<file path="config.mk">
export PLATFORM = sky130hd
export DESIGN_NAME = quad_phase_decoder
export DESIGN_NICKNAME = d
export VERILOG_FILES = /design/src/rtl/quad_phase_decoder.sv
export SDC_FILE = /design/constraint.sdc
export NUM_CORES = 1
export LEC_CHECK = 0
export BUFFER_PORTS_ARGS = -buffer_cell sky130_fd_sc_hd__buf_2
export CORE_MARGIN = 3
export CORE_UTILIZATION = 53
export CTS_CLUSTER_DIAMETER = 60
export DETAILED_ROUTE_END_ITERATION = 12
export PLACE_DENSITY = 0.75
export SLEW_MARGIN = 20
export SYNTH_ARGS = -nofsm -noshare
export SYNTH_HDL_FRONTEND = slang
export SYNTH_SLANG_ARGS = --single-unit
</file>
<file path="constraint.sdc">
create_clock -name clk -period 4.95 [get_ports clk]
set_input_delay 0.495 -clock clk [delete_from_list [all_inputs] [get_ports clk]]
set_output_delay 0.495 -clock clk [all_outputs]
set_load 0.02 [all_outputs]
</file>
<file path="src/rtl/quad_phase_decoder.sv">
// ---------------------------------------------------------------------------
// quad_phase_decoder
//
// Decodes a 2-bit phase code coming from a free-running up/down counter on
// the far side of an asynchronous boundary.  Each legal +1/-1 change of the
// code becomes one step pulse plus a position update.  A jump of two
// positions is ambiguous, so it raises a sticky error flag instead.
//
// Ports
//   clk      in   1  single clock, all state on the rising edge
//   reset    in   1  synchronous, active-high
//   ph_in    in   2  phase code, asynchronous to clk
//   clr_err  in   1  clears err (a coincident illegal jump wins)
//   pos_clr  in   1  clears pos (a coincident step still pulses)
//   pos      out  8  accumulated step position, wraps modulo 256
//   dir      out  1  direction of last accepted step (0 = up, 1 = down)
//   step     out  1  one-cycle pulse per accepted step
//   err      out  1  sticky illegal-jump flag
//   valid    out  1  high while tracking
//
// Build option
//   QDEC_GLITCH_FILTER_EN : when defined, a synchronized sample is accepted
//   only after it has been stable for two consecutive cycles.  This adds one
//   cycle to both the fill time and the ph_in-to-step latency.
// ---------------------------------------------------------------------------
module quad_phase_decoder (
    input  logic       clk,
    input  logic       reset,
    input  logic [1:0] ph_in,
    input  logic       clr_err,
    input  logic       pos_clr,
    output logic [7:0] pos,
    output logic       dir,
    output logic       step,
    output logic       err,
    output logic       valid
);

    localparam logic [1:0] ST_FILL  = 2'd0;
    localparam logic [1:0] ST_LOAD  = 2'd1;
    localparam logic [1:0] ST_TRACK = 2'd2;

    // Last fill-counter value before leaving ST_FILL.  The fill time equals
    // the depth of the input pipeline, so the first sample loaded into
    // ph_prev is a real synchronized value rather than a reset zero.
`ifdef QDEC_GLITCH_FILTER_EN
    localparam logic [1:0] FILL_LAST = 2'd2;
`else
    localparam logic [1:0] FILL_LAST = 2'd1;
`endif

    logic [1:0] s1_reg;
    logic [1:0] s2_reg;
    logic [1:0] sample;
    logic [1:0] ph_prev_reg;
    logic [1:0] delta;
    logic [1:0] state_reg;
    logic [1:0] fill_cnt_reg;
    logic [7:0] pos_reg;
    logic       dir_reg;
    logic       step_reg;
    logic       err_reg;

    // Two-flop synchronizer: nothing downstream ever looks at ph_in directly.
    always_ff @(posedge clk) begin
        if (reset) begin
            s1_reg <= 2'b00;
            s2_reg <= 2'b00;
        end else begin
            s1_reg <= ph_in;
            s2_reg <= s1_reg;
        end
    end

`ifdef QDEC_GLITCH_FILTER_EN
    logic [1:0] s3_reg;
    logic [1:0] accepted_reg;

    // A new value is believed only when it has survived two stages;
    // otherwise the previously accepted sample is reused.
    assign sample = (s2_reg == s3_reg) ? s2_reg : accepted_reg;

    always_ff @(posedge clk) begin
        if (reset) begin
            s3_reg       <= 2'b00;
            accepted_reg <= 2'b00;
        end else begin
            s3_reg       <= s2_reg;
            accepted_reg <= sample;
        end
    end
`else
    assign sample = s2_reg;
`endif

    // Modulo-4 difference falls out of the 2-bit subtraction.
    assign delta = sample - ph_prev_reg;

    always_ff @(posedge clk) begin
        if (reset) begin
            state_reg    <= ST_FILL;
            fill_cnt_reg <= 2'd0;
            ph_prev_reg  <= 2'b00;
            pos_reg      <= 8'h00;
            dir_reg      <= 1'b0;
            step_reg     <= 1'b0;
            err_reg      <= 1'b0;
        end else begin
            step_reg <= 1'b0;
            case (state_reg)
                ST_FILL: begin
                    if (fill_cnt_reg == FILL_LAST) begin
                        state_reg <= ST_LOAD;
                    end else begin
                        fill_cnt_reg <= fill_cnt_reg + 2'd1;
                    end
                end

                ST_LOAD: begin
                    ph_prev_reg <= sample;
                    state_reg   <= ST_TRACK;
                end

                ST_TRACK: begin
                    // ph_prev follows the sample even on an illegal jump so
                    // that tracking resumes from the new code afterwards.
                    ph_prev_reg <= sample;

                    if (delta == 2'd1) begin
                        step_reg <= 1'b1;
                        dir_reg  <= 1'b0;
                    end else if (delta == 2'd3) begin
                        step_reg <= 1'b1;
                        dir_reg  <= 1'b1;
                    end

                    if (pos_clr) begin
                        pos_reg <= 8'h00;
                    end else if (delta == 2'd1) begin
                        pos_reg <= pos_reg + 8'd1;
                    end else if (delta == 2'd3) begin
                        pos_reg <= pos_reg - 8'd1;
                    end

                    if (delta == 2'd2) begin
                        err_reg <= 1'b1;
                    end else if (clr_err) begin
                        err_reg <= 1'b0;
                    end
                end

                default: begin
                    state_reg    <= ST_FILL;
                    fill_cnt_reg <= 2'd0;
                end
            endcase
        end
    end

    assign pos   = pos_reg;
    assign dir   = dir_reg;
    assign step  = step_reg;
    assign err   = err_reg;
    assign valid = (state_reg == ST_TRACK);

endmodule

</file>
# == Word level (Yosys, flattened, before mapping) ==
# Cells that the tools add are included.
# totals
inputBits,6
output_inout_bits,12
reg_bits,21
# op_classes
n_addsub,4
reduce_logical,11
muxes,13
eq_ne,8
bitwise_logic,2
# op_table
operator,count
2-to-1 mux 8 bit,3
AND reduction 2 bit,5
adder 8 x 1 -> 8 bit (second input constant),1
subtractor 8 x 1 -> 8 bit (second input constant),1
equality test 2 x 1 -> 1 bit (second input constant),3
equality test 2 bit (second input constant),3
2-to-1 mux 1 bit,6
case mux 2 bit (3 select lines),1
2-to-1 mux 2 bit,2
!= test 2 bit (second input constant),2
case mux 2 bit (2 select lines),1
nonzero test 2 bit,2
OR reduction 2 bit,2
nonzero test 3 bit,1
adder 2 x 1 -> 2 bit (second input constant),1
logical NOT 2 bit,1
inverter 1 bit,2
subtractor 2 bit,1

# == Logic depth before layout (Yosys ltp) ==
# depth
word_depth,5
mapped_depth,11

# == Worst setup path after synthesis ==
# No wires, ideal clock.
# synth_timing
kind,flip-flop to flip-flop
start,register s2_reg[0]
end,"register pos_reg[4], in the netlist pos[4]"
required_time_ps,4822
stages_incl_launch_ff,12
n_path_buf,0
t_arrival_ps,2165
path_slack_ps,2658
setup_ps,128
path_cell_list,dfxtp_1 inv_1 ha_1 xor3_2 nor2_4 inv_2 ha_1 nor2b_1 o21a_1 or3_1 a32oi_1 nor2_1
# synth_between
elab_chain_len,4
# synth_lines
item,line_no,rtl
start: declaration,53,logic [1:0] s2_reg;
start signal: assignment,71,s2_reg <= s1_reg;
subtractor 2 bit (*),97,assign delta = sample - ph_prev_reg;
equality test 2 bit or equality test 2 x 1 -> 1 bit (tied branches),"141, 139",
nonzero test 3 bit (no source line) or 2-to-1 mux 8 bit (tied branches),--,
AND reduction 2 bit (no source line) or 2-to-1 mux 8 bit (tied branches),--,
end signal: assignment,140,pos_reg <= pos_reg + 8'd1;
end signal: assignment,142,pos_reg <= pos_reg - 8'd1;
end: declaration,59,logic [7:0] pos_reg;
# Every way passes the cells marked *; elsewhere a longest branch is shown, timed or not.
# A chain may end at the register's enable or synchronous reset.

# == Final worst setup path ==
# Ends and elaborated chain as after synthesis.

==> impl_metrics.yaml <==
outcome:
  outcome: "complete, no violations"
route:
  viasPerCell: 5.46
  drc: 0
  vias: 944
  wirelength_um: 2240
  drtPass1Iterations: 4
  drt_iter0_drc: 18
  wl_per_cell_um: 12.9
  postRouteAntennaNets: 0
sta:
  rsz0062_at_grt: "false"
  slew_headroom_pct: 57.9
  fin_skew_ns: 0.00481
  drv_slew: 0
  setup_tns_ns: 0
  period_minus_slack_ns: 2.50
  hold_viol: 0
  setup_viol: 0
  worstMarginPinSlew_ns: 0.627
  fmaxAchievable_mhz: 400
  finalCritPeriodShare_pct: 50.5
layout:
  largest_register_ffs: 8
  n_antenna_cell: 0
  fin_area_um2: 1280
  drive_above_1_share_pct: 18.5
  syn_to_final_growth_pct: 11.5
  finalNonFillerCells: 173
  fillers: 173
  nets: 165
logic_synthesis:
  ys_ff_latch: 21
  synthFlopType: "dfxtp_1"
  ys_seq_area_share_pct: 36.7
  netlist_area_um2: 1150
  yosysWarnings: 0
  synth_cell_types: 38
  syn_nets: 146
  synth_edf_count: 0
  synth_area_per_cell_um2: 8.95
  async_reset_ff_share_pct: 0
  netlist_instances: 128
placed_design:
  dpl_cell_area_um2: 1250
  gp_congestion: 0.858
  hpwl_um: 1710
  port_buffers: 17
  placed_cells: 169
worst_setup_path:
  crit_arrival_ns: 2.70
  endpoint_kind: "flip-flop"
  path_class: "flip-flop to flip-flop"
  worstPathRequired_ns: 5.15
  start_kind: "flip-flop"
  cp_max_fo: 8
die:
  fp-row-count: 16
  ios: 18
  design.die.area_um2: 2760
  die_x_um: 52.5
  core-area_um2: 2000
  dieHeight_um: 52.5
  initial_core_util_pct: 57.2
global_routing:
  grt_use_met3_pct: 3.99
  grt_max_degree: 25
  use_met1_pct: 24.8
  overflow: 0
  antenna_found_initial: 0
  met2_usage_pct: 28.3
  busiest_layer: "met2"
  first_global_vias: 886
  grt_pass1_wl_um: 3840
  grt_use_total_pct: 18.8
cts:
  cts_resized: 0
  clk_latency_ns: 0.31
  root_buffer: "clkbuf_4"
  h-tree-depth: 1
  cts_buffer_depth: 2
  postCtsSetupBuffers: 0
  cts.sinks: 21
  clk_pin_slew_ns: 0.12
  holdBufCountCts: 0
  cts_tree: "yes"
  cts_buffers: 3
power:
  vdd_drop_max_uv: 248
  power_uw: 430
  p_leak_uw: 0.000579
  power_density_nw_per_um2: 337
flow_run:
  cap_violations: 0
hold_path:
  hp-class: "primary input to flip-flop"
-- layout by cell type, fill, tap and decap left out, types with 3 or more instances in the layout --
cell type  synthesis  final
nor2b_1            5      5
a31oi_1            3      3
o21ai_1            4      4
a21oi_1            7      7
dfxtp_1           21     21
buf_2              0     17
nor2_1            17     17
mux2i_1            3      3
inv_1             10     10
nand2b_1           3      3
clkbuf_4           0      3
nor3_1             3      3
ha_1              11     11
nand3_1            3      3
nand2_1            5      5
-- layer usage --
layer  part of all wire, %  wire, um  up-vias
met3                   4.9       110        4
met1                    48      1070      437
met4                   1.2        27        0
li1                      -         -      481
met2                    46      1020       22
met5                     0         0        -
-- stage by stage --
step,setup WS (ns),util (%),hold slack (ns)
floorplan,2.66,-,0.414
global placement,2.58,62.4,0.419
detailed placement,2.50,62.4,0.428
CTS,2.46,63.8,0.381
global route,2.31,63.8,0.393
finish,2.45,63.8,0.392
-- worst paths after layout --
kind,startpoint,endpoint,slack (ns),depth (start not counted)
worst min register to register,s1_reg[1],s2_reg[1],0.45,1
worst max-delay path,s2_reg[0],pos[4],2.45,11
worst max register to register,s2_reg[0],pos[4],2.45,11
worst min-delay path,ph_in[1],s1_reg[1],0.39,2
-- power by group --
group / switching [uW] / total (uW) / internal, uW
Combinational: 84.7 / 152 / 67.0
Clock: 51.9 / 82.0 / 30.2
Sequential: 10.6 / 196 / 186
-- cell usage after synthesis, drive strengths merged (3+ instances only) --
cell type | instances | area (um2)
mux2i | 3 | 30.0
ha | 11 | 138
nand2b | 3 | 18.8
nor3 | 3 | 15.0
nor2 | 18 | 75.1
nor2b | 5 | 31.3
nand3 | 3 | 15.0
o21ai | 4 | 20.0
a31oi | 3 | 18.8
nand2 | 5 | 18.8
inv | 11 | 41.3
dfxtp | 21 | 420
a21oi | 7 | 35.0
-- final cells by class --
| class | instances | area (um2) | area share, % |
|---|---|---|---|
| well taps | 27 | 33.8 | 2.64 |
| clock inverters | 1 | 5.00 | 0.392 |
| clock buffers | 3 | 22.5 | 1.76 |
| inverters | 11 | 41.3 | 3.23 |
| multi-input cells | 93 | 669 | 52.4 |
| flip-flops and latches | 21 | 420 | 32.9 |
| repair buffers | 17 | 85.1 | 6.66 |
-- cell families (layout without fill, tap and decap cells) --
logic type / after synthesis / count (layout) / synth area share (%)
AOI/OAI and AO/OA: 26 / 26 / 14.7
DFF: 21 / 21 / 36.7
xor gates and xnor gates: 4 / 4 / 4.48
and+or+nand+nor: 48 / 48 / 22.8
muxes: 3 / 3 / 2.62
adders and majority gates: 12 / 12 / 13.8
buffers and inverters: 14 / 32 / 4.91
-- worst max-delay path, stage by stage (launching register included) --
cell,delay (ns)
dfxtp_1,0.34
inv_1,0.05
ha_1,0.20
xor3_2,0.27
nor2_4,0.16
inv_2,0.12
ha_1,0.34
nor2b_1,0.15
o21a_1,0.19
or3_1,0.31
a32oi_1,0.20
nor2_1,0.06
Power figures use the tool's default switching activity.
